$ cat config.mk
export PLATFORM = sky130hd
export DESIGN_NAME = fast_scan_ctrl_flat
export DESIGN_NICKNAME = d
export VERILOG_FILES = /design/src/rtl/fast_pkg.sv /design/src/rtl/fast_scan_ctrl_if.sv /design/src/rtl/scan_axis_counter.sv /design/src/rtl/fast_scan_ctrl.sv /design/src/flat_wrapper.sv
export SDC_FILE = /design/constraint.sdc
export NUM_CORES = 1
export LEC_CHECK = 0
export BUFFER_PORTS_ARGS = -buffer_cell sky130_fd_sc_hd__buf_2
export CORE_ASPECT_RATIO = 1.2
export CORE_MARGIN = 4
export CORE_UTILIZATION = 40
export DETAILED_ROUTE_END_ITERATION = 8
export GPL_ROUTABILITY_DRIVEN = 0
export PLACE_DENSITY = 0.64
export SLEW_MARGIN = 20
export SYNTH_ARGS = -nofsm -noshare
export SYNTH_HDL_FRONTEND = slang
export SYNTH_SLANG_ARGS = --single-unit
$ cat constraint.sdc
create_clock -name clk -period 2.6 [get_ports clk]
set_input_delay 0.78 -clock clk [delete_from_list [all_inputs] [get_ports clk]]
set_output_delay 0.78 -clock clk [all_outputs]
set_load 0.05 [all_outputs]
$ cat src/rtl/fast_pkg.sv
// rtl/fast_pkg.sv - shared types and constants for the FAST scan sequencer
package fast_pkg;

    localparam int FAST_RADIUS     = 3;
    localparam int DEFAULT_COORD_W = 10;

    typedef logic [DEFAULT_COORD_W-1:0] coord_t;

    typedef enum logic [1:0] {
        IDLE = 2'd0,
        SCAN = 2'd1,
        DONE = 2'd2
    } scan_state_t;

endpackage

$ cat src/rtl/fast_scan_ctrl_if.sv
// rtl/fast_scan_ctrl_if.sv - coordinate stream from the scan sequencer to the window fetch stage
interface fast_scan_ctrl_if
    import fast_pkg::*;
#(
    parameter int COORD_W = DEFAULT_COORD_W
);

    logic               out_valid;
    logic               out_ready;
    logic               out_last;
    logic [COORD_W-1:0] out_x;
    logic [COORD_W-1:0] out_y;

    modport master (
        output out_valid,
        output out_x,
        output out_y,
        output out_last,
        input  out_ready
    );

    modport slave (
        input  out_valid,
        input  out_x,
        input  out_y,
        input  out_last,
        output out_ready
    );

endinterface

$ cat src/rtl/scan_axis_counter.sv
// rtl/scan_axis_counter.sv - one raster axis: loadable up-counter that wraps back to its load value
module scan_axis_counter
    import fast_pkg::*;
#(
    parameter int W = DEFAULT_COORD_W
) (
    input  logic         clk,
    input  logic         n_rst,
    input  logic         load,
    input  logic [W-1:0] load_val,
    input  logic         enable,
    input  logic [W-1:0] limit,
    output logic [W-1:0] value,
    output logic         at_limit
);

    assign at_limit = (value == limit);

    always_ff @(posedge clk or negedge n_rst) begin
        if (!n_rst) begin
            value <= '0;
        end else if (load) begin
            value <= load_val;
        end else if (enable) begin
            value <= at_limit ? load_val : value + W'(1);
        end
    end

endmodule

$ cat src/rtl/fast_scan_ctrl.sv
// rtl/fast_scan_ctrl.sv - raster-scan sequencer emitting every pixel whose radius-BORDER circle fits in the image
module fast_scan_ctrl
    import fast_pkg::*;
#(
    parameter int COORD_W = DEFAULT_COORD_W,
    parameter int BORDER  = FAST_RADIUS
) (
    input  logic               clk,
    input  logic               n_rst,
    input  logic               start,
    input  logic               abort,
    input  logic [COORD_W-1:0] img_width,
    input  logic [COORD_W-1:0] img_height,
    fast_scan_ctrl_if.master   coord,
    output logic               busy,
    output logic               done,
    output logic               cfg_err
);

    localparam logic [COORD_W-1:0] BORDER_C  = COORD_W'(BORDER);
    localparam logic [COORD_W-1:0] EDGE_SPAN = COORD_W'(BORDER + 1);
    localparam logic [COORD_W:0]   MIN_DIM   = (COORD_W+1)'(2 * BORDER);

    scan_state_t        state;
    logic [COORD_W-1:0] x_limit;
    logic [COORD_W-1:0] y_limit;
    logic [COORD_W-1:0] x_val;
    logic [COORD_W-1:0] y_val;
    logic               x_at_limit;
    logic               y_at_limit;
    logic               cfg_ok;
    logic               accept_start;
    logic               xfer;
    logic               frame_end;

    // Extra top bit so 2*BORDER never aliases for dimensions near 2**COORD_W.
    assign cfg_ok = ({1'b0, img_width} > MIN_DIM) && ({1'b0, img_height} > MIN_DIM);

    assign accept_start = (state == IDLE) && start && !abort;
    assign xfer         = (state == SCAN) && coord.out_ready && !abort;
    assign frame_end    = xfer && x_at_limit && y_at_limit;

    always_ff @(posedge clk or negedge n_rst) begin
        if (!n_rst) begin
            state   <= IDLE;
            x_limit <= '0;
            y_limit <= '0;
            cfg_err <= 1'b0;
        end else if (abort) begin
            state <= IDLE;
        end else begin
            case (state)
                IDLE: begin
                    if (start) begin
                        x_limit <= img_width - EDGE_SPAN;
                        y_limit <= img_height - EDGE_SPAN;
                        cfg_err <= !cfg_ok;
                        state   <= cfg_ok ? SCAN : DONE;
                    end
                end
                SCAN: begin
                    if (frame_end) begin
                        state <= DONE;
                    end
                end
                DONE:    state <= IDLE;
                default: state <= IDLE;
            endcase
        end
    end

    scan_axis_counter #(.W(COORD_W)) u_x_counter (
        .clk      (clk),
        .n_rst    (n_rst),
        .load     (accept_start && cfg_ok),
        .load_val (BORDER_C),
        .enable   (xfer),
        .limit    (x_limit),
        .value    (x_val),
        .at_limit (x_at_limit)
    );

    // Row holds on the final coordinate so the frame ends on the last row, not wrapped.
    scan_axis_counter #(.W(COORD_W)) u_y_counter (
        .clk      (clk),
        .n_rst    (n_rst),
        .load     (accept_start && cfg_ok),
        .load_val (BORDER_C),
        .enable   (xfer && x_at_limit && !y_at_limit),
        .limit    (y_limit),
        .value    (y_val),
        .at_limit (y_at_limit)
    );

    assign coord.out_valid = (state == SCAN);
    assign coord.out_x     = x_val;
    assign coord.out_y     = y_val;
    assign coord.out_last  = (state == SCAN) && x_at_limit && y_at_limit;

    assign busy = (state != IDLE);
    assign done = (state == DONE);

endmodule

$ cat src/flat_wrapper.sv
// flat-port wrapper written by rule: the top's interface ports become plain ports
module fast_scan_ctrl_flat import fast_pkg::*;
#(
    parameter int COORD_W = DEFAULT_COORD_W,
    parameter int BORDER  = FAST_RADIUS
)
  (clk, n_rst, start, abort, img_width, img_height, busy, done, cfg_err, coord_out_valid, coord_out_x, coord_out_y, coord_out_last, coord_out_ready);
  fast_scan_ctrl_if #(.COORD_W(COORD_W)) coord_i ();
  input  logic clk;
  input  logic n_rst;
  input  logic start;
  input  logic abort;
  input  logic [COORD_W-1:0] img_width;
  input  logic [COORD_W-1:0] img_height;
  output logic busy;
  output logic done;
  output logic cfg_err;
  output wire logic [$bits(coord_i.out_valid)-1:0] coord_out_valid;
  output wire logic [$bits(coord_i.out_x)-1:0] coord_out_x;
  output wire logic [$bits(coord_i.out_y)-1:0] coord_out_y;
  output wire logic [$bits(coord_i.out_last)-1:0] coord_out_last;
  input wire logic [$bits(coord_i.out_ready)-1:0] coord_out_ready;
  assign coord_out_valid = coord_i.out_valid;
  assign coord_out_x = coord_i.out_x;
  assign coord_out_y = coord_i.out_y;
  assign coord_out_last = coord_i.out_last;
  assign coord_i.out_ready = coord_out_ready;
  fast_scan_ctrl #(.COORD_W(COORD_W), .BORDER(BORDER)) u_core (.clk(clk), .n_rst(n_rst), .start(start), .abort(abort), .img_width(img_width), .img_height(img_height), .coord(coord_i), .busy(busy), .done(done), .cfg_err(cfg_err));
endmodule
==> metrics <==
root buffer cell clkbuf_8; Final Cycle Share 98.53%; CTS Sinks 43; vias per inst 5.300; Static Leakage 0.001463 µW; FF-to-FF setup slack 0.40 ns; required time worst endpoint 1.82 ns; Die Area 7849 µm²; CP top delay family simple AND/OR/NAND/NOR gates; Seq cells post-synth 43; Synth async-reset ratio 100.0%; Most used DFF post-synth dfrtp_1; Initial Util 42.10%; Worst-path clk slew 0.08 ns; Final Max Tran Viols 0; num rows 31; register area share after synthesis 41.45%; GR Overflow Total 0; Bufs and invs on worst path 1; Max Fclk 0.3903 GHz; most used cell, CP and3_4; layout cells sized above 1 32.14%; VDD IR max 414.9 µV; Clock Skew 0.007821 ns; WS Path Type flop to primary output; DRT Wirelength 6.391 mm; slew margin rel. 67.46%; non-filler instance count after layout 446; first-pass detailed-route iteration total 4; vias in the first global route 2179; DR vias 2364; worst-case reg-to-reg path depth 6; HP Class input port to asynchronous set/reset pin; Placeable Area 6167 µm²; residual DRC count 0; TritonCTS buffer count 5; FF-to-FF Start u_core.u_x_counter.value[8]; placed insts 432; Critical Path Start Type flop; RSZ-0062 raised after global routing yes; final hold viol count 0; Post-DRT Antenna Nets 0; cells after synthesis 288; Yosys cell types 46; Crit Path Max Fanout 2; CP cell instances xor2_2 > nor4_4 > and3_4 > and3_4 > buf_8; Post-synth EDFFs 0; pin count of the biggest net entering global routing 23; DRT iter0 DRCs 194; Slew @ Worst Pin 0.4830 ns; wire length per cell 14.33 µm; post-layout min period 2.562 ns; Ys Warns 0; IO Port Bufs 49; maxcap violations 0; Yosys top cell by area dfrtp_1; post-synthesis net count 319; CTS max path bufs 2; post-synthesis area per instance 9.015 µm²; Arrival @ worst endpoint 1.78 ns; DIE HEIGHT 96.26 µm; Synth area leaders dfrtp_1 41%, xor2_1 6.1%, nand2_1 5.8%; Synth-to-Final Area Change 26.22%; crit path to coord_out_last; DP HPWL 4.932 mm; WP depth 5; reg2reg end u_core.u_y_counter.value[9]; first-pass GRT wire length 10.49 mm; Clock Latency Late Sink 0.30 ns; CTS Hold Bufs 0; CP max-delay cell dfrtp_1; mapped cell area 2596 µm²; H-Tree Level Count 2; diodes inserted 0; Worst path max stage delay 0.43 ns; CTS tree built; Ports 50; top-area cell type share of the netlist area 41.45%; Die X 81.55 µm; initial antenna violation count 0; Crit. End Element primary output; fin nets 394; Pwr Density 694.2 nW/µm²; Tot GR Track Use 17.41%; Setup TNS 0 ns; final setup violating endpoints 0; Worst Setup SP u_core.u_x_counter.value[8]; status finished clean
-- what timing repair did --
item / in CTS / in global routing
setup buffers: 1 / 5
hold endpoints to repair: 0 / 0
gates resized for setup: 3 / 6
pin swaps: 3 / 5
cloned: 0 / 0
setup endpoints to repair: 1 / 1
-- through the flow --
step	hold slack [ns]	cell area [µm²]	util, %	setup slack (ns)	total power (µW)
2_1_floorplan	0.4655	2613	-	0.02322	1440
3_3_place_gp	0.4831	3065	49.71	0.1493	1675
3_5_place_dp	0.4931	3065	49.71	0.1319	1691
4_1_cts	0.4533	3201	51.90	-0.01961	2237
5_1_grt	0.4831	3277	53.13	-0.03339	2407
6_report	0.4321	3277	53.13	0.03813	2275
-- cells in the mapped netlist (2+ instances only) --
| master | number |
|---|---|
| nand3_1 | 15 |
| o21ai_0 | 22 |
| nor2_1 | 16 |
| a21oi_1 | 14 |
| xnor2_1 | 14 |
| nor3_1 | 12 |
| nor4_2 | 2 |
| ha_1 | 6 |
| buf_6 | 2 |
| and2_2 | 3 |
| or2_2 | 4 |
| xor2_1 | 18 |
| a31oi_1 | 4 |
| a211oi_1 | 2 |
| nand3b_1 | 2 |
| dfrtp_1 | 43 |
| nor2b_1 | 2 |
| and3_1 | 6 |
| or4_1 | 8 |
| o31ai_1 | 6 |
| nand2b_1 | 2 |
| or3_1 | 2 |
| and4_1 | 2 |
| and2_1 | 2 |
| inv_1 | 8 |
| nand4_1 | 5 |
| a31o_2 | 3 |
| o211ai_1 | 2 |
| clkbuf_1 | 5 |
| nand2_1 | 40 |
-- per-layer routing --
metal | track usage (%) | share of wire (%) | vias to the layer above | wire, µm
met1 | 25.24 | 48 | 1126 | 3086
met4 | 5.493 | 1.4 | 0 | 88
li1 | - | - | 1172 | -
met5 | 0 | 0 | - | 0
met3 | 2.715 | 5.3 | 6 | 337
met2 | 26.49 | 45 | 60 | 2878
-- state kept, by name, indices dropped and copies added (netlist names) --
name and cells:
u_core.cfg_err 1, u_core.state 2, u_core.u_x_counter.value 10, u_core.u_y_counter.value 10, u_core.x_limit 10, u_core.y_limit 10
-- worst min-delay path by stage --
stage	from	end	slack, ns
6_report	n_rst	u_core.u_x_counter.value[6]	0.43
3_3_place_gp	u_core.y_limit[1]	u_core.y_limit[1]	0.48
3_5_place_dp	u_core.y_limit[8]	u_core.y_limit[8]	0.49
5_1_grt	n_rst	u_core.u_x_counter.value[6]	0.48
4_1_cts	n_rst	u_core.u_x_counter.value[8]	0.45
2_1_floorplan	u_core.x_limit[0]	u_core.x_limit[0]	0.47
-- power breakdown --
| group | internal [µW] | total [µW] | switching, µW |
|---|---|---|---|
| Sequential | 797 | 911 | 114 |
| Combinational | 309 | 816 | 507 |
| Clock | 311 | 547 | 236 |
| Total | 1420 | 2270 | 857 |
-- kinds of logic (layout without fill, tap and decap cells) --
group,count (synthesis),count (layout),synth area share (%)
compound gates,57,57,13.25
xor+xnor,32,32,10.80
fa+ha+maj,6,6,2.891
buf+inv,18,94,3.759
flops,43,43,41.45
mux,2,2,0.8193
simple gates,130,130,27.04
-- layout make-up --
type	instances	area, µm²
clock buffer	6	82.58
clock inverter	2	35.03
fill	601	2890
inverter	8	30.03
multi-input combinational	227	1465
sequential	43	1089
tap	82	102.6
timing repair buffer	78	473.0
-- cell usage in the layout, fill, tap and decap left out, drive strengths merged, types with 4 or more instances in the layout --
master  instances
a31oi           4
nand4           6
and2            5
o21ai          22
or2             4
o31ai           6
ha              6
and3            6
dfrtp          43
nand3          15
nor3           12
clkbuf          6
nor4            4
nor2           16
or4             8
inv             8
xnor2          14
a21oi          14
nand2          40
xor2           18
buf            78
No activity file was read; power rests on OpenSTA's default activity.
